### config.mk
export PLATFORM = sky130hd
export DESIGN_NAME = screen_draw_ctrl
export DESIGN_NICKNAME = d
export VERILOG_FILES = /design/src/rtl/screen_draw_ctrl.sv
export SDC_FILE = /design/constraint.sdc
export NUM_CORES = 1
export LEC_CHECK = 0
export CAP_MARGIN = 15
export CORE_MARGIN = 3
export CORE_UTILIZATION = 44
export CTS_CLUSTER_SIZE = 25
export DETAILED_ROUTE_END_ITERATION = 12
export PLACE_DENSITY_LB_ADDON = 0.12
export SKIP_CTS_REPAIR_TIMING = 1
export SLEW_MARGIN = 0
export SYNTH_ARGS = -nofsm -noshare
export SYNTH_HDL_FRONTEND = slang
export SYNTH_SLANG_ARGS = --single-unit
### constraint.sdc
create_clock -name clk -period 2.5 [get_ports clk]
set_input_delay 0.5 -clock clk [delete_from_list [all_inputs] [get_ports clk]]
set_output_delay 0.5 -clock clk [all_outputs]
set_load 0.03 [all_outputs]
### src/rtl/screen_draw_ctrl.sv
// Drives one full-frame image memory per request and realigns its x/y with the registered ROM colour.
// Latency: memory x/y at cycle k reaches vga_* at k+2; req_ready only in IDLE, requests while busy are dropped.
module screen_draw_ctrl #(
  parameter int NUM_SCREENS = 4,
  parameter int WIDTH       = 320,
  parameter int HEIGHT      = 240
) (
  input  logic                     clk,
  input  logic                     resetn,
  input  logic                     req_valid,
  input  logic [2:0]               req_screen,
  output logic                     req_ready,
  output logic [NUM_SCREENS-1:0]   mem_en,
  input  logic [9*NUM_SCREENS-1:0] src_x,
  input  logic [9*NUM_SCREENS-1:0] src_y,
  input  logic [6*NUM_SCREENS-1:0] src_colour,
  input  logic [NUM_SCREENS-1:0]   src_done,
  output logic [8:0]               vga_x,
  output logic [7:0]               vga_y,
  output logic [5:0]               vga_colour,
  output logic                     vga_plot,
  output logic                     busy,
  output logic                     frame_done,
  output logic                     sync_err
);

  localparam logic [16:0] TOTAL = 17'(WIDTH * HEIGHT);

  typedef enum logic [1:0] {IDLE, DRAW, FLUSH, DONE} state_t;

  state_t      state;
  state_t      state_nxt;
  logic        live;
  logic [2:0]  sel;
  logic [16:0] pix_cnt;
  logic        in_range;
  logic        accept;

  logic [8:0]  x_mux;
  logic [8:0]  y_mux;
  logic [5:0]  c_mux;
  logic        done_sel;
  logic        y_msb_unused;

  logic [8:0]  x1;
  logic [7:0]  y1;
  logic        v1;

  // live holds req_ready low through the reset cycle itself
  assign in_range  = {1'b0, req_screen} < 4'(NUM_SCREENS);
  assign req_ready = live && (state == IDLE);
  assign accept    = req_ready && req_valid && in_range;

  always_ff @(posedge clk) begin
    if (!resetn) begin
      state <= IDLE;
    end else begin
      state <= state_nxt;
    end
  end

  always_comb begin
    state_nxt  = state;
    busy       = 1'b0;
    frame_done = 1'b0;
    mem_en     = '0;
    case (state)
      IDLE: begin
        if (accept) state_nxt = DRAW;
      end
      DRAW: begin
        busy = 1'b1;
        for (int i = 0; i < NUM_SCREENS; i++) begin
          mem_en[i] = (sel == 3'(i));
        end
        // The memory needs this final enabled cycle to self-clear and raise done
        if (pix_cnt == TOTAL) state_nxt = FLUSH;
      end
      FLUSH: begin
        busy      = 1'b1;
        state_nxt = DONE;
      end
      DONE: begin
        busy       = 1'b1;
        frame_done = 1'b1;
        state_nxt  = IDLE;
      end
      default: state_nxt = IDLE;
    endcase
  end

  always_ff @(posedge clk) begin
    if (!resetn) begin
      live     <= 1'b0;
      sel      <= '0;
      pix_cnt  <= '0;
      sync_err <= 1'b0;
    end else begin
      live <= 1'b1;
      if (accept) begin
        sel      <= req_screen;
        pix_cnt  <= '0;
        sync_err <= 1'b0;
      end else if (state == DRAW) begin
        pix_cnt <= pix_cnt + 17'd1;
        if (done_sel) sync_err <= 1'b1;
      end else if (state == FLUSH) begin
        if (!done_sel) sync_err <= 1'b1;
      end
    end
  end

  always_comb begin
    x_mux    = '0;
    y_mux    = '0;
    c_mux    = '0;
    done_sel = 1'b0;
    for (int i = 0; i < NUM_SCREENS; i++) begin
      if (sel == 3'(i)) begin
        x_mux    = src_x[9*i +: 9];
        y_mux    = src_y[9*i +: 9];
        c_mux    = src_colour[6*i +: 6];
        done_sel = src_done[i];
      end
    end
  end

  // y never exceeds HEIGHT-1 while plotting, so the top bit is dropped
  assign y_msb_unused = y_mux[8];

  always_ff @(posedge clk) begin
    if (!resetn) begin
      x1         <= '0;
      y1         <= '0;
      v1         <= 1'b0;
      vga_x      <= '0;
      vga_y      <= '0;
      vga_colour <= '0;
      vga_plot   <= 1'b0;
    end else begin
      x1         <= x_mux;
      y1         <= y_mux[7:0];
      v1         <= (state == DRAW) && (pix_cnt < TOTAL);
      vga_x      <= v1 ? x1 : 9'd0;
      vga_y      <= v1 ? y1 : 8'd0;
      vga_colour <= v1 ? c_mux : 6'd0;
      vga_plot   <= v1;
    end
  end

endmodule

* Word level (Yosys, flattened, before mapping)
Cells that the tools add are included.
W data, S select, Z words.
** Operators by class
- Equality and inequality tests :: 11
- Add/subtract/negate cells :: 1
- Reductions and logical operators :: 12
- Magnitude comparators :: 2
- Multiplexer cells :: 27
- Bitwise operators :: 1
** Operators with widths (count)
- $mux W9 :: 4
- $mux W8 :: 4
- $mux W6 :: 4
- $add A17 B1 Y17 const B :: 1
- $eq A17 B17 Y1 const B :: 1
- $lt A17 B17 Y1 const B :: 1
- $mux W1 :: 11
- $pmux W2 S4 :: 1
- $eq A3 B2 Y1 const B :: 2
- $ne A2 B2 Y1 const B :: 3
- $eq A2 B2 Y1 const B :: 2
- $logic_and A1 B1 Y1 :: 4
- $mux W2 :: 2
- $mux W4 :: 1
- $reduce_and A2 Y1 :: 2
- $eq A3 B1 Y1 const B :: 1
- $logic_not A3 Y1 :: 1
- $lt A3 B3 Y1 const B :: 1
- $reduce_and A3 Y1 :: 1
- $reduce_or A3 Y1 :: 1
- $eq A2 B1 Y1 const B :: 1
- $logic_not A2 Y1 :: 1
- $ne A2 B1 Y1 const B :: 1
- $reduce_bool A2 Y1 :: 1
- other kinds (2) :: 2
** Word-level totals
- Logic and storage cells :: 66
- Output and inout bits :: 32
- Flip-flop bits (word level) :: 66
- Input port bits :: 106

* Longest topological paths before layout
Gate-level depths: netlist of the first run.
- Word-level depth :: 8
- Mapped depth :: 7
- Mapped depth without buffers :: 6

* Worst setup path after synthesis of the first run
Ideal clock, no wire load.
- Kind :: register to output
- Start :: register state[1]
- End :: output mem_en[2]
- Arrival :: 1.889 ns
- Required time :: 2.000 ns
- Slack :: 0.111 ns
- Cell stages (with the launch flop) :: 6
- Buffers on the path :: 1
- Cells stage by stage :: dfxtp_1 -> inv_1 -> ha_1 -> buf_4 -> inv_1 -> nor4b_1
** On the way
- Word-level cells in the longest chain between the ends :: 2
** Ends and longest elaborated chain
- start: declaration :: RTL line 31 : state_t state;
- start signal: assignment :: RTL line 58 : state <= state_nxt;
- $eq A2 B1 Y1 :: RTL line 67 : case (state)
- $mux W4 :: RTL line 67
- end: declaration :: RTL line 13 : output logic [NUM_SCREENS-1:0] mem_en,
No other way between the ends.

* Worst setup path after layout of the first run
- Start :: register state[0]
- End :: output busy
** On the way
- Word-level cells in the longest chain between the ends :: 3
- Elaborated cells on any way between the ends :: 5
- Those cells by class :: 3 x eq/ne; 1 x mux; 1 x reduce/logical
** Ends and longest elaborated chain
- $eq A2 B1 Y1 / $eq A2 B2 Y1 (equally long branches) :: RTL line 67
- $reduce_or A3 Y1 (no source line) (*)
- $mux W1 (*) :: RTL line 67
- end: declaration :: RTL line 22 : output logic busy,
Every way passes the cells marked *; elsewhere a longest branch is shown, timed or not.

==> results by group, run 1 <==
Run status
  – Status: finished, final reports clean

STA
  – Final Hold Fails: 0
  – Final min period: 2310 ps
  – Unrepaired setup endpoints after global routing: no
  – Slew Limit Fails: 0
  – Slew HR: 75.1%
  – Final period util: a little over 90%
  – Final setup fails: 0
  – Clk_skew: 4.99 ps
  – PnR worst setup slack: roughly 190 ps
  – FMAX: about 0.43 GHz
  – Post-Route Setup TNS: 0 ps
  – Slew @ Worst Pin: 374 ps

Global route
  – All-Layer GR Usage: between 20% and 30%
  – Largest net degree at the start of global routing: 33
  – Initial antenna violation count: 0
  – Grt total ovfl: 0
  – Vias in the first global route: approximately 2800
  – First-pass GRT wire length: about 13000 µm

Layout
  – Final nets: approximately 570
  – Proportion of layout cells with a drive suffix above 1: between 10 and 15%
  – Synth-to-Final Area Change: 57.3%
  – Number of fill cells: about 470
  – Utilization after layout: roughly three quarters
  – Antenna diodes: 0

Yosys
  – Seq cells post-synth: 66
  – Cell area after synthesis: 2910 µm²
  – Avg Cell Area, Syn: between 9 and 10 µm²
  – Sequential area share after synthesis: between 40% and 50%
  – Cells after Synth: 318
  – Synth Net Count: 431
  – Post-synth cell types: 43
  – Yosys warns: 0

Worst setup path
  – Crit path capture type: output port
  – Slowest-stage cell, CP: clkdlybuf4s50_1
  – Critical path type: reg -> out
  – Worst EP required: 2000 ps
  – Worst Setup Start Kind: flip-flop
  – Critical-path cell list: inv_1 -> ha_1 -> inv_1 -> clkdlybuf4s50_1
  – Most common cell type on the critical path: inv_1
  – CP max stage delay: 660 ps
  – Delay-heaviest family, CP: buffers and inverters
  – Critical path arrival: between 1500 and 2000 ps
  – CP Max Fanout: 4
  – Buf/Inv on CP: 3

Floorplan
  – Die area: roughly 7600 µm²
  – IO Pins: 138
  – DIE HEIGHT: approximately 87 µm
  – Initial Utilization: about 47%
  – Rows: 28
  – Horiz. Die Dim: just under 90 µm
  – Core footprint: 6170 µm²

Clock tree
  – Root Driver: clkbuf_8
  – Clock buffer depth: 2
  – Clock sink total: 66
  – CTS tree: yes
  – Clock Latency Late Sink: 330 ps
  – TritonCTS Buffers: 9
  – Clock-pin slew on the worst setup and hold paths: approximately 70 ps
  – H-tree levels: 3

Drt
  – DRC Markers: 0
  – Via count: between 2000 and 3000
  – Routed wire length: 8250 µm
  – DRT Pass-1 Iters: 4
  – Vias per inst: 5.35
  – DRT iter0 DRCs: 159
  – Drt wl/cell: between 15 and 20 µm
  – Remaining antenna violation count: 0

Power
  – Switch share: approximately a quarter
  – Pint: 2.19 mW
  – Maximum VDD drop: 0.498 mV
  – Clock share of power: 37.8%
  – Leakage: approximately 1.8 nW
  – Flop pwr share: between 30% and 40%
  – Logic pwr share: 22.7%
  – Pwr dens: about 640 nW/µm²
  – Sw Pwr: about 0.74 mW

Placement
  – Placed wire-length estimate: 6100 µm
  – IO buf count: between 100 and 150
  – Post-place setup slack: approximately 450 ps
  – Gpl congestion: around 0.76

Hold path
  – Hold Crit Class: reg -> reg

Run
  – Max-Cap Viols: 0
[worst register-to-register path: cells and delay by family, from the launching register on]
| kind | cells | cell delay, ps |
|---|---|---|
| adder cells (fa/ha/maj) | 1 | 180 |
| buffers and inverters | 2 | 290 |
| AO/OA/AOI/OAI | 1 | 140 |
| flip-flops | 1 | 340 |
| AND/OR/NAND/NOR | 3 | 900 |
[placed cells by master (no fill, tap or decap), types with 2 or more instances in the layout]
master,n
nand3b_1,2
ha_1,7
a211oi_1,6
a21oi_1,8
xor2_1,6
and3b_1,2
nor2b_1,7
o22ai_1,17
o221ai_1,6
mux2i_1,3
dfxtp_1,66
a21boi_0,2
buf_4,14
bufinv_16,3
clkdlybuf4s50_1,128
and3_1,18
nand4_1,5
nand3_1,8
o31ai_1,3
inv_1,6
nand2_1,18
mux2_2,17
nor4_1,6
nor2_1,38
and4_1,2
or4_1,4
o21ai_0,19
xnor2_1,5
clkbuf_8,11
and2_1,4
[cell type report]
type	count	area, µm²	area share, %
timing repair buffer	143	1400	30.6
tap	75	93.8	2.05
inverter	7	26.3	0.575
clock buffer	12	155	3.39
clock inverter	4	97.6	2.13
multi-input combinational	225	1480	32.3
sequential	66	1320	28.9
[layer usage]
metal	share of wire [%]	up-vias	global-route usage (%)
li1	-	1415	-
met1	39	1302	25.8
met2	50	112	38.9
met3	8.3	16	7.00
met4	2.2	0	8.65
met5	0	-	0
[metrics by stage]
step | cells | cell area [µm²] | total power [mW] | hold slack [ps]
2_1_floorplan | 318 | 2910 | 1.53 | 439
5_1_grt | 532 | 4570 | 3.06 | 483
4_1_cts | 532 | 4570 | 2.96 | 466
6_report | 532 | 4570 | 2.93 | 464
3_5_place_dp | 516 | 4320 | 1.85 | 450
3_3_place_gp | 516 | 4320 | 1.84 | 446
[synth_stat cells, drive strengths merged]
cell type,number,share of area [%]
mux2,17,6.6
mux4,1,0.77
nand4,6,1.5
xor2,6,1.8
a21boi,2,0.52
or4b,1,0.34
dfxtp,66,45
inv,7,0.90
or3,1,0.22
buf,6,0.95
a211oi,6,1.5
o31ai,3,0.77
nand3,8,1.4
nor2,38,4.9
nand2,19,2.5
o41ai,1,0.30
and3b,2,0.60
a21oi,8,1.4
mux2i,3,1.0
ha,7,3.0
and3,18,3.9
nor3,2,0.52
nor4b,1,0.30
nor2b,7,1.5
a41o,1,0.34
o21ba,1,0.34
nand3b,2,0.52
nand2b,1,0.22
clkbuf,14,1.8
o21ai,19,3.3
and2,4,0.86
o22ai,17,3.7
xnor2,5,1.5
or4,4,1.0
nor4,6,1.3
and4,2,0.60
o221ai,6,1.8
[cells by family after synthesis]
group,synth area share (%)
AOI/OAI and AO/OA,13.9
xor gates and xnor gates,3.31
adders and majority gates,3.01
buffers and inverters,3.66
DFF,45.5
muxes,8.39
and+or+nand+nor,22.2
[final timing paths]
path / startpoint / end / slack [ps] / cells after the start
hold reg to reg: y1[1] / vga_y[1] / 460 / 1
hold / removal: y1[1] / vga_y[1] / 460 / 1
setup / recovery: state[0] / busy / 190 / 4
setup reg to reg: state[1] / pix_cnt[14] / 600 / 7
[sequential cells by signal, summed over array words and instances, names as in the netlist]
signal and cells:
pix_cnt 17, vga_x 9, x1 9, vga_y 8
y1 8, vga_colour 6, sel 3, state 2
live 1, sync_err 1, v1 1, vga_plot 1
[power by group through the flow]
stage / clock network [mW] / logic [mW] / registers, mW
floorplan: 0 / 0.316 / 1.22
global placement: 0 / 0.658 / 1.18
detailed placement: 0 / 0.668 / 1.18
CTS: 1.13 / 0.675 / 1.16
global route: 1.17 / 0.731 / 1.16
finish: 1.11 / 0.666 / 1.16
Note: power is estimated with default switching activity, not from simulation.
==> run 2: changes to the inputs <==
--- a/config.mk
+++ b/config.mk
@@ -6,7 +6,6 @@
 export NUM_CORES = 1
 export LEC_CHECK = 0
 export CAP_MARGIN = 15
-export CORE_MARGIN = 3
 export CORE_UTILIZATION = 44
 export CTS_CLUSTER_SIZE = 25
 export DETAILED_ROUTE_END_ITERATION = 12
==> results by group, run 2 (synthesis gave the netlist of run 1 again) <==
Run status
  – Status: finished, final reports clean

Floorplan
  – Initial Utilization: roughly 46%
  – Core footprint: between 6000 and 7000 µm²
  – Rows: 29
  – Horiz. Die Dim: between 80 and 90 µm
  – DIE HEIGHT: ~83 µm
  – Die area: a little under 7000 µm²
  – IO Pins: 138

Layout
  – Max FFs per register: 17
  – Final nets: 565
  – Proportion of layout cells with a drive suffix above 1: between 10% and 20%
  – Leading cell type in the layout, fill and taps excluded: clkdlybuf4s50_1
  – Most frequent cells in the layout: 129 x clkdlybuf4s50_1, 66 x dfxtp_1, 38 x nor2_1
  – Final instance area: about 4600 µm²
  – Finished Layout Cells: 533
  – Number of fill cells: ~500
  – Top reg by flops: pix_cnt
  – Synth-to-Final Area Change: 57.0%
  – Utilization after layout: between 70% and 80%
  – Biggest regs: pix_cnt x17, vga_x x9, x1 x9
  – Antenna diodes: 0

Clock tree
  – Clock buffer depth: 2
  – Clock sink total: 66
  – CTS tree: yes
  – Clock-pin slew on the worst setup and hold paths: about 70 ps
  – H-tree levels: 3
  – Root Driver: clkbuf_8
  – Clock Latency Late Sink: roughly 340 ps
  – TritonCTS Buffers: 9

STA
  – Final setup fails: 0
  – Post-Route Setup TNS: 0 ps
  – Slew HR: roughly two thirds
  – Slew @ Worst Pin: approximately 490 ps
  – Final Hold Fails: 0
  – Final min period: about 2400 ps
  – Unrepaired setup endpoints after global routing: no
  – Clk_skew: ~7.2 ps
  – Final period util: between 90% and 100%
  – FMAX: around 0.42 GHz
  – Slew Limit Fails: 0

Drt
  – DRC Markers: 0
  – Routed wire length: about 7700 µm
  – Vias per inst: roughly 5.3
  – DRT Pass-1 Iters: 4
  – Remaining antenna violation count: 0
  – Drt wl/cell: roughly 14 µm
  – DRT iter0 DRCs: roughly 110
  – Via count: 2819

Worst setup path
  – Crit path capture type: output port
  – Critical path arrival: roughly 1900 ps
  – Critical path type: reg -> out
  – CP Max Fanout: 4
  – Reg2Reg Depth: 7
  – Worst Setup Start Kind: flip-flop
  – Worst EP required: ~2000 ps

Global route
  – Initial antenna violation count: 0
  – All-Layer GR Usage: between 20% and 30%
  – First-pass GRT wire length: 12800 µm
  – Largest net degree at the start of global routing: 35
  – Vias in the first global route: 2818
  – Grt total ovfl: 0

Placement
  – Area post-placement: roughly 4300 µm²
  – IO buf count: between 100 and 150
  – Gpl congestion: 0.774
  – Dpl cells: roughly 520
  – Placed wire-length estimate: about 5600 µm

Power
  – Pwr dens: about 640 nW/µm²
  – Maximum VDD drop: approximately 0.48 mV
  – Leakage: 1.77 nW
  – Total power: approximately 3 mW

Run
  – Max-Cap Viols: 0

Hold path
  – Hold Crit Class: reg -> reg
  – Hold Crit Depth: 1
-- run 2: where the power goes --
group	switching, mW	internal, mW	total (mW)
clock	0.407	0.682	1.09
sequential	0.0472	1.12	1.17
combinational	0.302	0.359	0.661
-- run 2: path summary, 6_finish.rpt --
path             from     endpoint  slack, ps
max reg2reg  state[1]  pix_cnt[14]        560
max          state[0]    req_ready        120
min             x1[3]     vga_x[3]        470
min reg2reg     x1[3]     vga_x[3]        470
-- run 2: layout make-up --
class | count | area [µm²] | share of cell area (%)
Timing Repair Buffer | 143 | 1400 | 30.7
Clock inverter | 5 | 103 | 2.25
Clock buffer | 10 | 138 | 3.02
Tap cell | 77 | 96.3 | 2.11
Sequential cell | 66 | 1320 | 28.9
Multi-Input combinational cell | 225 | 1480 | 32.4
Inverter | 7 | 26.3 | 0.576
-- run 2: metrics by stage --
step                      hold WS, ps  worst slack, ps
after detailed placement          451              285
final                             465              116
after global routing              473             17.7
after CTS                         467             -117
after floorplan                   439              111
after global placement            445              279
-- run 2: layer usage --
layer	global-route usage, %	share of wire [%]	vias to the layer above
met5	0	0	-
met1	26.1	41	1301
met4	12.4	2.6	0
met3	7.06	6.3	15
li1	-	-	1416
met2	40.4	50	87
-- run 2: critical path: stages (launching register included) --
cell and delay [ps]:
dfxtp_1 340, inv_1 120, ha_1 220, and2_1 180
clkdlybuf4s50_1 690
==> run 3: changes to the inputs <==
--- a/config.mk
+++ b/config.mk
@@ -11,7 +11,7 @@
 export DETAILED_ROUTE_END_ITERATION = 12
 export PLACE_DENSITY_LB_ADDON = 0.12
 export SKIP_CTS_REPAIR_TIMING = 1
-export SLEW_MARGIN = 0
+export SLEW_MARGIN = 20
 export SYNTH_ARGS = -nofsm -noshare
 export SYNTH_HDL_FRONTEND = slang
 export SYNTH_SLANG_ARGS = --single-unit
==> results of run 3 <==
The final DEF is identical to that of run 2; final timing and power are the same.
